$ cat config.mk
export PLATFORM = sky130hd
export DESIGN_NAME = sram_arbiter
export DESIGN_NICKNAME = d
export VERILOG_FILES = /design/src/rtl/sram_arb_pkg.sv /design/src/rtl/sram_arbiter.sv
export SDC_FILE = /design/constraint.sdc
export NUM_CORES = 1
export LEC_CHECK = 0
export CORE_MARGIN = 5
export CORE_UTILIZATION = 46
export CTS_BUF_LIST = sky130_fd_sc_hd__clkbuf_8
export DETAILED_ROUTE_END_ITERATION = 12
export GPL_TIMING_DRIVEN = 0
export PLACE_DENSITY_LB_ADDON = 0.25
export SETUP_SLACK_MARGIN = 0.15
export SYNTH_ARGS = -nofsm -noshare
export SYNTH_HDL_FRONTEND = slang
export SYNTH_SLANG_ARGS = --single-unit
$ cat constraint.sdc
create_clock -name i_clk -period 7.2 [get_ports i_clk]
set_input_delay 2.16 -clock i_clk [delete_from_list [all_inputs] [get_ports i_clk]]
set_output_delay 2.16 -clock i_clk [all_outputs]
set_load 0.01 [all_outputs]
$ cat src/rtl/sram_arb_pkg.sv
// Shared types and default widths for the two-port SRAM arbiter.
`default_nettype none

package sram_arb_pkg;

   localparam int DEF_ADDR_W = 20;
   localparam int DEF_DATA_W = 16;
   localparam int CNT_W      = 4;

   typedef enum logic [2:0] {
      IDLE     = 3'd0,
      W_SETUP  = 3'd1,
      W_STROBE = 3'd2,
      W_HOLD   = 3'd3,
      R_WAIT   = 3'd4,
      R_DONE   = 3'd5
   } state_t;

   typedef enum logic {
      GRANT_WR = 1'b0,
      GRANT_RD = 1'b1
   } grant_t;

endpackage

`default_nettype wire

$ cat src/rtl/sram_arbiter.sv
// Arbitrates the single-port SRAM between a write requester and a read requester,
// generating WE_N/OE_N strobes and the data-bus drive enable with a turnaround cycle.
`default_nettype none

module sram_arbiter
   import sram_arb_pkg::*;
#(
   parameter int ADDR_W    = DEF_ADDR_W,
   parameter int DATA_W    = DEF_DATA_W,
   parameter int WR_CYCLES = 2,
   parameter int RD_WAIT   = 2
) (
   input  logic              i_clk,
   input  logic              i_rst,
   input  logic              i_wr_req,
   input  logic [ADDR_W-1:0] i_wr_addr,
   input  logic [DATA_W-1:0] i_wr_data,
   output logic              o_wr_ack,
   input  logic              i_rd_req,
   input  logic [ADDR_W-1:0] i_rd_addr,
   output logic              o_rd_valid,
   output logic [DATA_W-1:0] o_rd_data,
   output logic [ADDR_W-1:0] o_sram_addr,
   output logic [DATA_W-1:0] o_sram_dq_out,
   output logic              o_sram_dq_oe,
   input  logic [DATA_W-1:0] i_sram_dq_in,
   output logic              o_sram_we_n,
   output logic              o_sram_oe_n,
   output logic              o_sram_ce_n,
   output logic              o_sram_lb_n,
   output logic              o_sram_ub_n
);

   localparam logic [CNT_W-1:0] WR_LOAD = CNT_W'(WR_CYCLES - 1);
   localparam logic [CNT_W-1:0] RD_LOAD = CNT_W'(RD_WAIT - 1);

   state_t           state;
   state_t           next_state;
   grant_t           last_grant;
   logic [CNT_W-1:0] wait_cnt;
   logic             grant_wr;
   logic             grant_rd;
   logic             cnt_done;
   logic             nx_we_n;
   logic             nx_oe_n;
   logic             nx_dq_oe;
   logic             nx_wr_ack;
   logic             nx_rd_valid;

   assign cnt_done = (wait_cnt == '0);

   always_comb begin
      next_state = state;
      grant_wr   = 1'b0;
      grant_rd   = 1'b0;
      case (state)
         IDLE: begin
            // Under contention the port not served last time wins.
            if (i_wr_req && (!i_rd_req || last_grant == GRANT_RD)) begin
               next_state = W_SETUP;
               grant_wr   = 1'b1;
            end else if (i_rd_req) begin
               next_state = R_WAIT;
               grant_rd   = 1'b1;
            end
         end
         W_SETUP:  next_state = W_STROBE;
         W_STROBE: if (cnt_done) next_state = W_HOLD;
         W_HOLD:   next_state = IDLE;
         R_WAIT:   if (cnt_done) next_state = R_DONE;
         R_DONE:   next_state = IDLE;
         default:  next_state = IDLE;
      endcase

      // Pin controls are decoded from the next state and registered, so the
      // SRAM strobes come straight off flops.
      nx_we_n     = (next_state != W_STROBE);
      nx_oe_n     = !(next_state == R_WAIT || next_state == R_DONE);
      nx_dq_oe    = (next_state == W_SETUP || next_state == W_STROBE || next_state == W_HOLD);
      nx_wr_ack   = (next_state == W_HOLD);
      nx_rd_valid = (next_state == R_DONE);
   end

   always_ff @(posedge i_clk or posedge i_rst) begin
      if (i_rst) begin
         state <= IDLE;
      end else begin
         state <= next_state;
      end
   end

   always_ff @(posedge i_clk or posedge i_rst) begin
      if (i_rst) begin
         last_grant    <= GRANT_RD;
         wait_cnt      <= '0;
         o_wr_ack      <= 1'b0;
         o_rd_valid    <= 1'b0;
         o_rd_data     <= '0;
         o_sram_addr   <= '0;
         o_sram_dq_out <= '0;
         o_sram_dq_oe  <= 1'b0;
         o_sram_we_n   <= 1'b1;
         o_sram_oe_n   <= 1'b1;
      end else begin
         o_sram_we_n  <= nx_we_n;
         o_sram_oe_n  <= nx_oe_n;
         o_sram_dq_oe <= nx_dq_oe;
         o_wr_ack     <= nx_wr_ack;
         o_rd_valid   <= nx_rd_valid;

         if (grant_wr) begin
            o_sram_addr   <= i_wr_addr;
            o_sram_dq_out <= i_wr_data;
            last_grant    <= GRANT_WR;
         end
         if (grant_rd) begin
            o_sram_addr <= i_rd_addr;
            last_grant  <= GRANT_RD;
            wait_cnt    <= RD_LOAD;
         end

         if (state == W_SETUP) begin
            wait_cnt <= WR_LOAD;
         end else if ((state == W_STROBE || state == R_WAIT) && !cnt_done) begin
            wait_cnt <= wait_cnt - 1'b1;
         end

         if (state == R_WAIT && cnt_done) begin
            o_rd_data <= i_sram_dq_in;
         end
      end
   end

   assign o_sram_ce_n = 1'b0;
   assign o_sram_lb_n = 1'b0;
   assign o_sram_ub_n = 1'b0;

endmodule

`default_nettype wire

==> results, run 1 <==
- The clock root buffer master is clkbuf_8.
- The post-route DRC violation count is 0.
- Across the VDD grid, the largest voltage drop is 233 uV.
- The initial utilization of the core area, before any placement, comes to 0.475.
- The post-synthesis compound-gate area fraction is 0.0941.
- The vertical die dimension is 91.0 um.
- Summed over all cells, the static leakage comes to 0.00204 uW.
- The share of total power dissipated in combinational logic is 0.513.
- The number of hold-repair buffers added at the cts stage is 0.
- For met2 alone, demand over resource in global routing was 0.306.
- Among all flip-flop cells after synthesis, the most frequent one is dfrtp_1.
- The pre-antenna-repair detailed-routing pass consisted of 4 iterations.
- The number of setup buffers added after CTS is 0.
- The met3 track demand over resource in global routing is 0.0587.
- The count of warnings emitted by yosys is 0.
- The post-cts repair resize count is 0.
- The setup TNS is 0 ps.
- The kind of end point of the critical path is a primary output.
- Buffers inserted during clock tree synthesis total 9.
- Once detailed placement completed, the half-perimeter wirelength came to 5830 um.
- The post-synthesis share of cell area spent on and, or, nand and nor gates is 0.131.
- The core utilization of the finished layout is 0.730.
- The worst clock skew is approximately 11 ps.
- The share of total power dissipated in the clock network is 0.145.
- The routed design has 7530 um of wire.
- The worst hold path belongs to the class reg2reg.
- Relative to the synthesized area, the layout overhead comes to 53.6%.
- The number of cells produced by synthesis is between 200 and 250.
- Of the total synthesized cell area, the portion taken by full adders, half adders and majority gates is 0.00829.
- The largest single stage delay on the critical path is 550 ps.
- The share of the Yosys chip area taken by registers is 0.540.
- The global routing stage identified its most utilized layer as met2.
- The number of buffers and inverters on the critical path is 1.
- The via count of the first global-routing pass is about 2.3k.
- Entering global routing, the biggest net connects 43 pins.
- The die extent in x is 91.0 um.
- The area of the placeable core is approximately 6300 um2.
- The final critical-path share of the clock period is 0.494.
- The die covers 8280 um2.
- STA classifies the critical path startpoint as a flip-flop.
- In the global route stage, met1 resource usage came out at 0.220.
- The total power per unit cell area is around 400 nW/um2.
- Of the total synthesized cell area, the portion taken by XOR and XNOR cells is 0.00580.
- In the synthesized netlist the async set-or-reset flop fraction comes to 1.00.
- During I/O placement, the number of pins put on the boundary was 136.
- The first global-routing pass estimated 12000 um of wire.
- The largest buffer count on any clock path is 2.
- The insertion delay to the later sink of the worst-skew pair is 330 ps.
- For this design the total switching power over the nets is 621 uW.
- The number of enable flip-flop cells after synthesis is 0.
- A synthesized cell averages 13.5 um2.
- Dividing the detail-routed wire length by the instance count gives about 17 um.
- The slew of the pin with the lowest slew margin is roughly 500 ps.
- In this run the tightest slew margin relative to its limit is 0.664.
- At the end of routability-driven placement, the weighted congestion stood at around 0.73.
- The required time reported for the critical path endpoint is 5040 ps.
- The number of storage elements in the synthesis netlist is 65.
- The multi-input combinational cells in the finished layout cover a total of 1160 um2.
- The final number of hold-violating endpoints is 0.
- After synthesis, the largest family of logic cells by area is multiplexers.
- The critical path is of the reg2out type.
- Setup repair after global routing left no endpoint under its margin.
- The total of fill cells in the finished design is 437.
- The repair_antennas step left the layout with diodes totalling 0.
- CTS saw 65 sinks.
- Across all hold checks on the routed design, the worst slack comes to 488 ps.
- The clock-pin transition on the worst setup and hold timing paths is 70 ps.
- The number of nets still failing antenna checks after routing is 0.
- Grouping stages by cell kind, the critical path spends the most delay in buffers and inverters.
- In the routed layout, each cell is associated on average with a via count of 5.00.
- The net switching fraction of the power is 0.333.
- The first-iteration detailed-routing DRC count is 81.
- During placement, the flow inserted port buffers numbering 132.
- The number of antenna violations at the first check in global routing came to 0.
- The final net count is 448.
- The maximum fanout count along the critical path is 1.
- For the finished layout, the period the worst path requires is 3560 ps.
- In this run the number of H-tree levels came out at 3.
- For the worst setup path, the data arrival time is 1400 ps.
- The number of pins with negative max-slew slack in the final report is 0.
- The number of placement rows is 29.
- The number of different library cells used by synthesis comes to between 40 and 50.
- For this run, the top clock speed supported by timing is 0.281 GHz.
- Across the run, the number of max-cap violations was 0.
- The detailed-route via count is 2258.
- The flow ran to the end, and the final reports show no timing, DRC or antenna violations.
- The library cell contributing the largest single delay on the critical path is clkdlybuf4s50_1.
- The footprint of the flip-flops and latches is roughly 1600 um2.
- The total global routing track utilization is 0.181.
- The final setup violation count is 0.
- Internal power comes to 1250 uW.
- The fraction of final layout cells sized beyond drive strength 1 is 0.232.
- In this run the cell area of the synthesized design comes to 3020 um2.
- Summed over all layers, the global routing overflow is 0.
- Traced cell by cell, the critical path runs through clkdlybuf4s50_1.
- The multiplexer share of the synthesized area is 0.140.
- The sequential cell fraction of total power is 0.342.
- The clock tree from TritonCTS is built.
## kinds of logic (layout without fill, tap and decap cells)
family          Yosys count  after routing
buf+inv                  41            190
fa+ha+maj                 2              2
flops                    65             65
simple gates             46             46
compound gates           32             32
xor+xnor                  2              2
other cells               1              3
mux                      35             35
## state kept, by name (all words and copies together) (netlist names)
signal         flops
wait_cnt           4
o_rd_valid         1
o_sram_we_n        1
o_wr_ack           1
o_sram_oe_n        1
o_sram_dq_out     16
last_grant         1
o_sram_dq_oe       1
state              3
o_sram_addr       20
o_rd_data         16
## final timing paths
path | from | endpoint | depth (start not counted) | slack [ps]
setup reg to reg | wait_cnt[0]$_DFFE_PP0P_ | o_rd_data[4]$_DFFE_PP0P_ | 6 | 5370
min in group asynchronous | i_rst | o_sram_addr[12]$_DFFE_PP0P_ | 2 | 2180
max in group asynchronous | i_rst | last_grant$_DFFE_PP1P_ | 3 | 4360
setup / recovery | o_sram_oe_n$_DFF_PP1_ | o_sram_oe_n | 1 | 3640
hold reg to reg | o_sram_dq_out[8]$_DFFE_PP0P_ | o_sram_dq_out[8]$_DFFE_PP0P_ | 1 | 490
hold / removal | o_sram_dq_out[8]$_DFFE_PP0P_ | o_sram_dq_out[8]$_DFFE_PP0P_ | 1 | 490
## cells in the mapped netlist (2+ instances only)
library cell | n | area, um2
a21oi_1 | 2 | 10.0
a221o_1 | 20 | 200
a31oi_1 | 2 | 12.5
buf_2 | 5 | 25.0
buf_4 | 4 | 30.0
buf_6 | 7 | 78.8
dfrtp_1 | 62 | 1550
dfstp_2 | 3 | 78.8
ha_1 | 2 | 25.0
inv_1 | 24 | 90.1
mux2_1 | 10 | 113
mux2_2 | 13 | 146
mux2_4 | 9 | 135
mux2i_1 | 3 | 30.0
nand2b_1 | 4 | 25.0
nor2_1 | 4 | 15.0
nor3_1 | 3 | 15.0
nor3_2 | 19 | 190
o41ai_1 | 3 | 26.3
or2_1 | 2 | 12.5
or3_4 | 2 | 22.5
xnor2_1 | 2 | 17.5
## routing by layer
metal / wire length [um] / share of wire
met1: 3070 / 0.41
met2: 3910 / 0.52
met3: 447 / 0.059
met4: 99 / 0.013
met5: 0 / 0
## layout by cell type (no fill, tap or decap), types with 3 or more instances in the layout
cell             count
mux2_4               9
nor2_1               4
buf_6                7
dfstp_2              3
mux2i_1              3
a221o_1             20
buf_4                4
mux2_1              10
clkdlybuf4s50_1    132
clkinv_2             3
dfrtp_1             62
nor3_2              19
clkbuf_8            10
mux2_2              13
conb_1               3
nor3_1               3
inv_1               24
nand2b_1             4
o41ai_1              3
buf_2                5
## power by group through the flow
stage	clock network [uW]	registers (uW)	logic [uW]
2_1_floorplan	0	714	448
3_3_place_gp	0	636	952
3_5_place_dp	0	647	971
6_report	270	639	958
4_1_cts	277	640	974
5_1_grt	291	661	1030
## layout make-up
class                      count  share of cell area
timing repair buffer         133               0.289
buffer                        17              0.0321
inverter                      24              0.0194
tap                           77              0.0208
clock buffer                  10              0.0297
multi-input combinational    120               0.250
clock inverter                 6             0.00756
sequential                    65               0.352
## metrics by stage
step | setup slack (ps) | total power [uW] | cells | instance area (um2)
detailed placement | 3430 | 1620 | 436 | 4460
floorplan | 3420 | 1160 | 226 | 3030
global route | 3600 | 1980 | 452 | 4640
finish | 3640 | 1870 | 452 | 4640
global placement | 2260 | 1590 | 435 | 4440
CTS | 3620 | 1890 | 452 | 4640
(Power assumes the default switching activity.)
==> run 2, diff against run 1 <==
Settings changed: CORE_UTILIZATION 46 to 43.
Clock period 7.2 ns to 3.3 ns, I/O delays scaled along.
==> results, run 2 (synthesized netlist as in run 1, its figures left out) <==
- The largest incremental delay on the critical path was 550 ps (about the same).
- The final RePlAce weighted congestion was 0.772 (was 0.729).
- The area of the placeable core is 6830 um2 (was 6350 um2).
- The number of nets still failing antenna checks after routing was 0 (unchanged).
- The die outline area is 8800 um2 (was 8280 um2).
- The fraction of final layout cells sized beyond drive strength 1 is 0.235 (was 0.232).
- The largest vdd supply drop is 409 uV (was 233 uV).
- The clock tree from TritonCTS was built (unchanged).
- The clock root buffer master is clkbuf_8 (unchanged).
- The count of H-tree levels built during CTS is 3 (unchanged).
- Status: complete, no violations (unchanged).
- The footprint of the flip-flops and latches is 1630 um2 (unchanged).
- The total global routing track utilization came to 0.178 (was 0.181).
- The placed cell area was 4490 um2 (was 4460 um2).
- The number of hold-repair buffers added at the cts stage is 0 (unchanged).
- The final net count came to 448 (unchanged).
- The I/O pin total is 136 (unchanged).
- The total power per unit cell area is 892 nW/um2 (was 403 nW/um2).
- The number of buffers and inverters on the critical path is 1 (unchanged).
- The clock-pin transition on the worst setup and hold timing paths is 70 ps (about the same).
- The leakage power figure came to 0.00205 uW (was 0.00204 uW).
- The multi-input logic area is 1160 um2 (unchanged).
- The cell class contributing the biggest share of worst-path delay is buffers and inverters (unchanged).
- Biggest registers after layout: o_sram_addr (20), o_rd_data (16), o_sram_dq_out (16) (unchanged).
- The uppermost layer routed was met4 (unchanged).
- The total setup buffers inserted after CTS was 0 (unchanged).
- The via count of the first global-routing pass is 2388 (was 2312).
- The slew of the pin with the lowest slew margin is 661 ps (was 503 ps).
- The mean number of vias per cell was 4.92 (was 5.00).
- The largest net degree at the start of global routing was 36 (was 43).
- The maximum fanout count along the critical path is 1 (unchanged).
- Commonest non-fill, non-tap cells in the layout: 132 x clkdlybuf4s50_1, 62 x dfrtp_1, 23 x inv_1 (was 132 x clkdlybuf4s50_1, 62 x dfrtp_1, 24 x inv_1).
- The relative slew slack came to 0.559 (was 0.664).
- The detailed route wirelength on metal3 was 563 um (was 447 um).
- The kind of end point of the critical path is a primary output (unchanged).
- The wire length of the first global-routing pass is 11900 um (was 12000 um).
- The total of max-cap violations came to 0 (unchanged).
- The number of sinks driven by the clock tree is 65 (unchanged).
- The arrival time at the worst endpoint is 1400 ps (about the same).
- The core utilization of the finished layout is 0.687 (was 0.730).
- The commonest non-fill, non-tap cell in the layout is clkdlybuf4s50_1 (unchanged).
- The number of placement rows came to 30 (was 29).
- The required time reported for the critical path endpoint is 2310 ps (was 5040 ps).
- The starting density of the core came to 0.442 (was 0.475).
- The register bank with the most flops is o_sram_addr (unchanged).
- The detailed-route via count came to 2318 (was 2258).
- Cells along the critical path: clkdlybuf4s50_1 (unchanged).
- The final HPWL from detailed placement came to 5930 um (was 5830 um).
- The final critical-path share of the clock period is 0.724.
- The routed length on met1 was 3140 um (was 3070 um).
- The routed length on met2 is 3950 um (was 3910 um).
- The number of optimization iterations in the first detailed-route pass is 4 (unchanged).
- The relative area change from synthesis to final layout is 55.4% (was 53.6%).
- The path type of the worst setup path is reg2out (unchanged).
- The antenna cell count is 0 (unchanged).
- The library cell contributing the largest single delay on the critical path is clkdlybuf4s50_1 (unchanged).
- Unrepaired setup endpoints after global routing: false (unchanged).
- The final critical path time including I/O delays and setup is 2390 ps.
- The total of fill cells in the finished design was 526 (was 437).
- The final routed wire length divided by cell count was 16.5 um (was 16.7 um).
- The number of clock buffers inserted by TritonCTS came to 9 (unchanged).
- The die extent in x is 93.8 um (was 91.0 um).
- The critical path startpoint category is a flip-flop (unchanged).
- The number of antenna violations at the first check in global routing was 0 (unchanged).
- The vertical die dimension was 93.8 um (was 91.0 um).
- The routed wire length is 7780 um (was 7530 um).
- The insertion delay to the later sink of the worst-skew pair was 340 ps (was 330 ps).
- Timing would allow up to 0.418 GHz.
- The number of flip-flops in the largest register came to 20 (unchanged).
- The largest buffer count on any clock path was 2 (unchanged).
- The final number of hold-violating endpoints was 0 (unchanged).
- The number of buffer cells added on primary ports is 132 (unchanged).
- The worst clock skew is 10.3 ps (was 11.2 ps).
- The final setup violation count is 0 (unchanged).
- The path category of the worst min-delay check is reg2reg (unchanged).
- The post-route DRC violation count is 0 (unchanged).
- The post-cts repair resize count came to 0 (unchanged).
- The sum of overflow across all layers after global routing is 0 (unchanged).
- The post-route cell area is 4690 um2 (was 4640 um2).
- The number of pins with negative max-slew slack in the final report came to 0 (unchanged).
- The first-iteration detailed-routing DRC count is 53 (was 81).
==> run 2: cell count changes in the layout (fill, tap and decap cells not counted), sizes merged <==
cell and delta:
inv +1, bufinv +1, clkinv -2
==> run 2: final cells by class <==
class                      instances  area share
clock inverter                     6      0.0139
timing repair buffer             133       0.286
sequential                        65       0.348
inverter                          24      0.0192
clock buffer                      10      0.0293
buffer                            17      0.0317
multi-input combinational        120       0.247
tap                               96      0.0256
==> run 2: worst register-to-register path, cell delays in order (launching register included) <==
cell     delay, ps
dfrtp_1        400
inv_1          110
ha_1           170
nor3b_2        380
nand2_4        160
buf_6          200
mux2_4         300
==> run 2: report_power, final <==
| part | total (uW) | switching, uW | internal [uW] |
|---|---|---|---|
| combinational | 2090 | 854 | 1240 |
| sequential | 1400 | 208 | 1190 |
| clock | 692 | 320 | 372 |
| total | 4180 | 1380 | 2800 |
==> run 2: path summary, 6_finish.rpt <==
kind,slack (ps),cells after the start,from,endpoint
max,910,1,o_sram_oe_n$_DFF_PP1_,o_sram_oe_n
min,480,1,o_sram_dq_out[7]$_DFFE_PP0P_,o_sram_dq_out[7]$_DFFE_PP0P_
max reg2reg,1460,6,wait_cnt[0]$_DFFE_PP0P_,o_rd_data[0]$_DFFE_PP0P_
min reg2reg,480,1,o_sram_dq_out[7]$_DFFE_PP0P_,o_sram_dq_out[7]$_DFFE_PP0P_
max in group asynchronous,1540,3,i_rst,o_sram_we_n$_DFF_PP1_
min in group asynchronous,1060,2,i_rst,o_sram_addr[15]$_DFFE_PP0P_
==> run 2: stage by stage <==
step / total power (uW) / hold WS [ps] / setup WS, ps / TNS, ps / instances
final: 4180 / 484 / 910 / 0 / 471
after global routing: 4440 / 520 / 865 / 0 / 471
after floorplan: 2540 / 503 / 689 / 0 / 226
after global placement: 3470 / 467 / -452 / -27760 / 454
after CTS: 4230 / 491 / 884 / 0 / 471
after detailed placement: 3530 / 476 / 696 / 0 / 455
==> run 2: per-layer routing <==
metal | vias to the layer above | track usage
met1 | 1136 | 0.220
met3 | 13 | 0.0409
li1 | 1085 | -
met2 | 84 | 0.300
met4 | 0 | 0.0722
met5 | - | 0
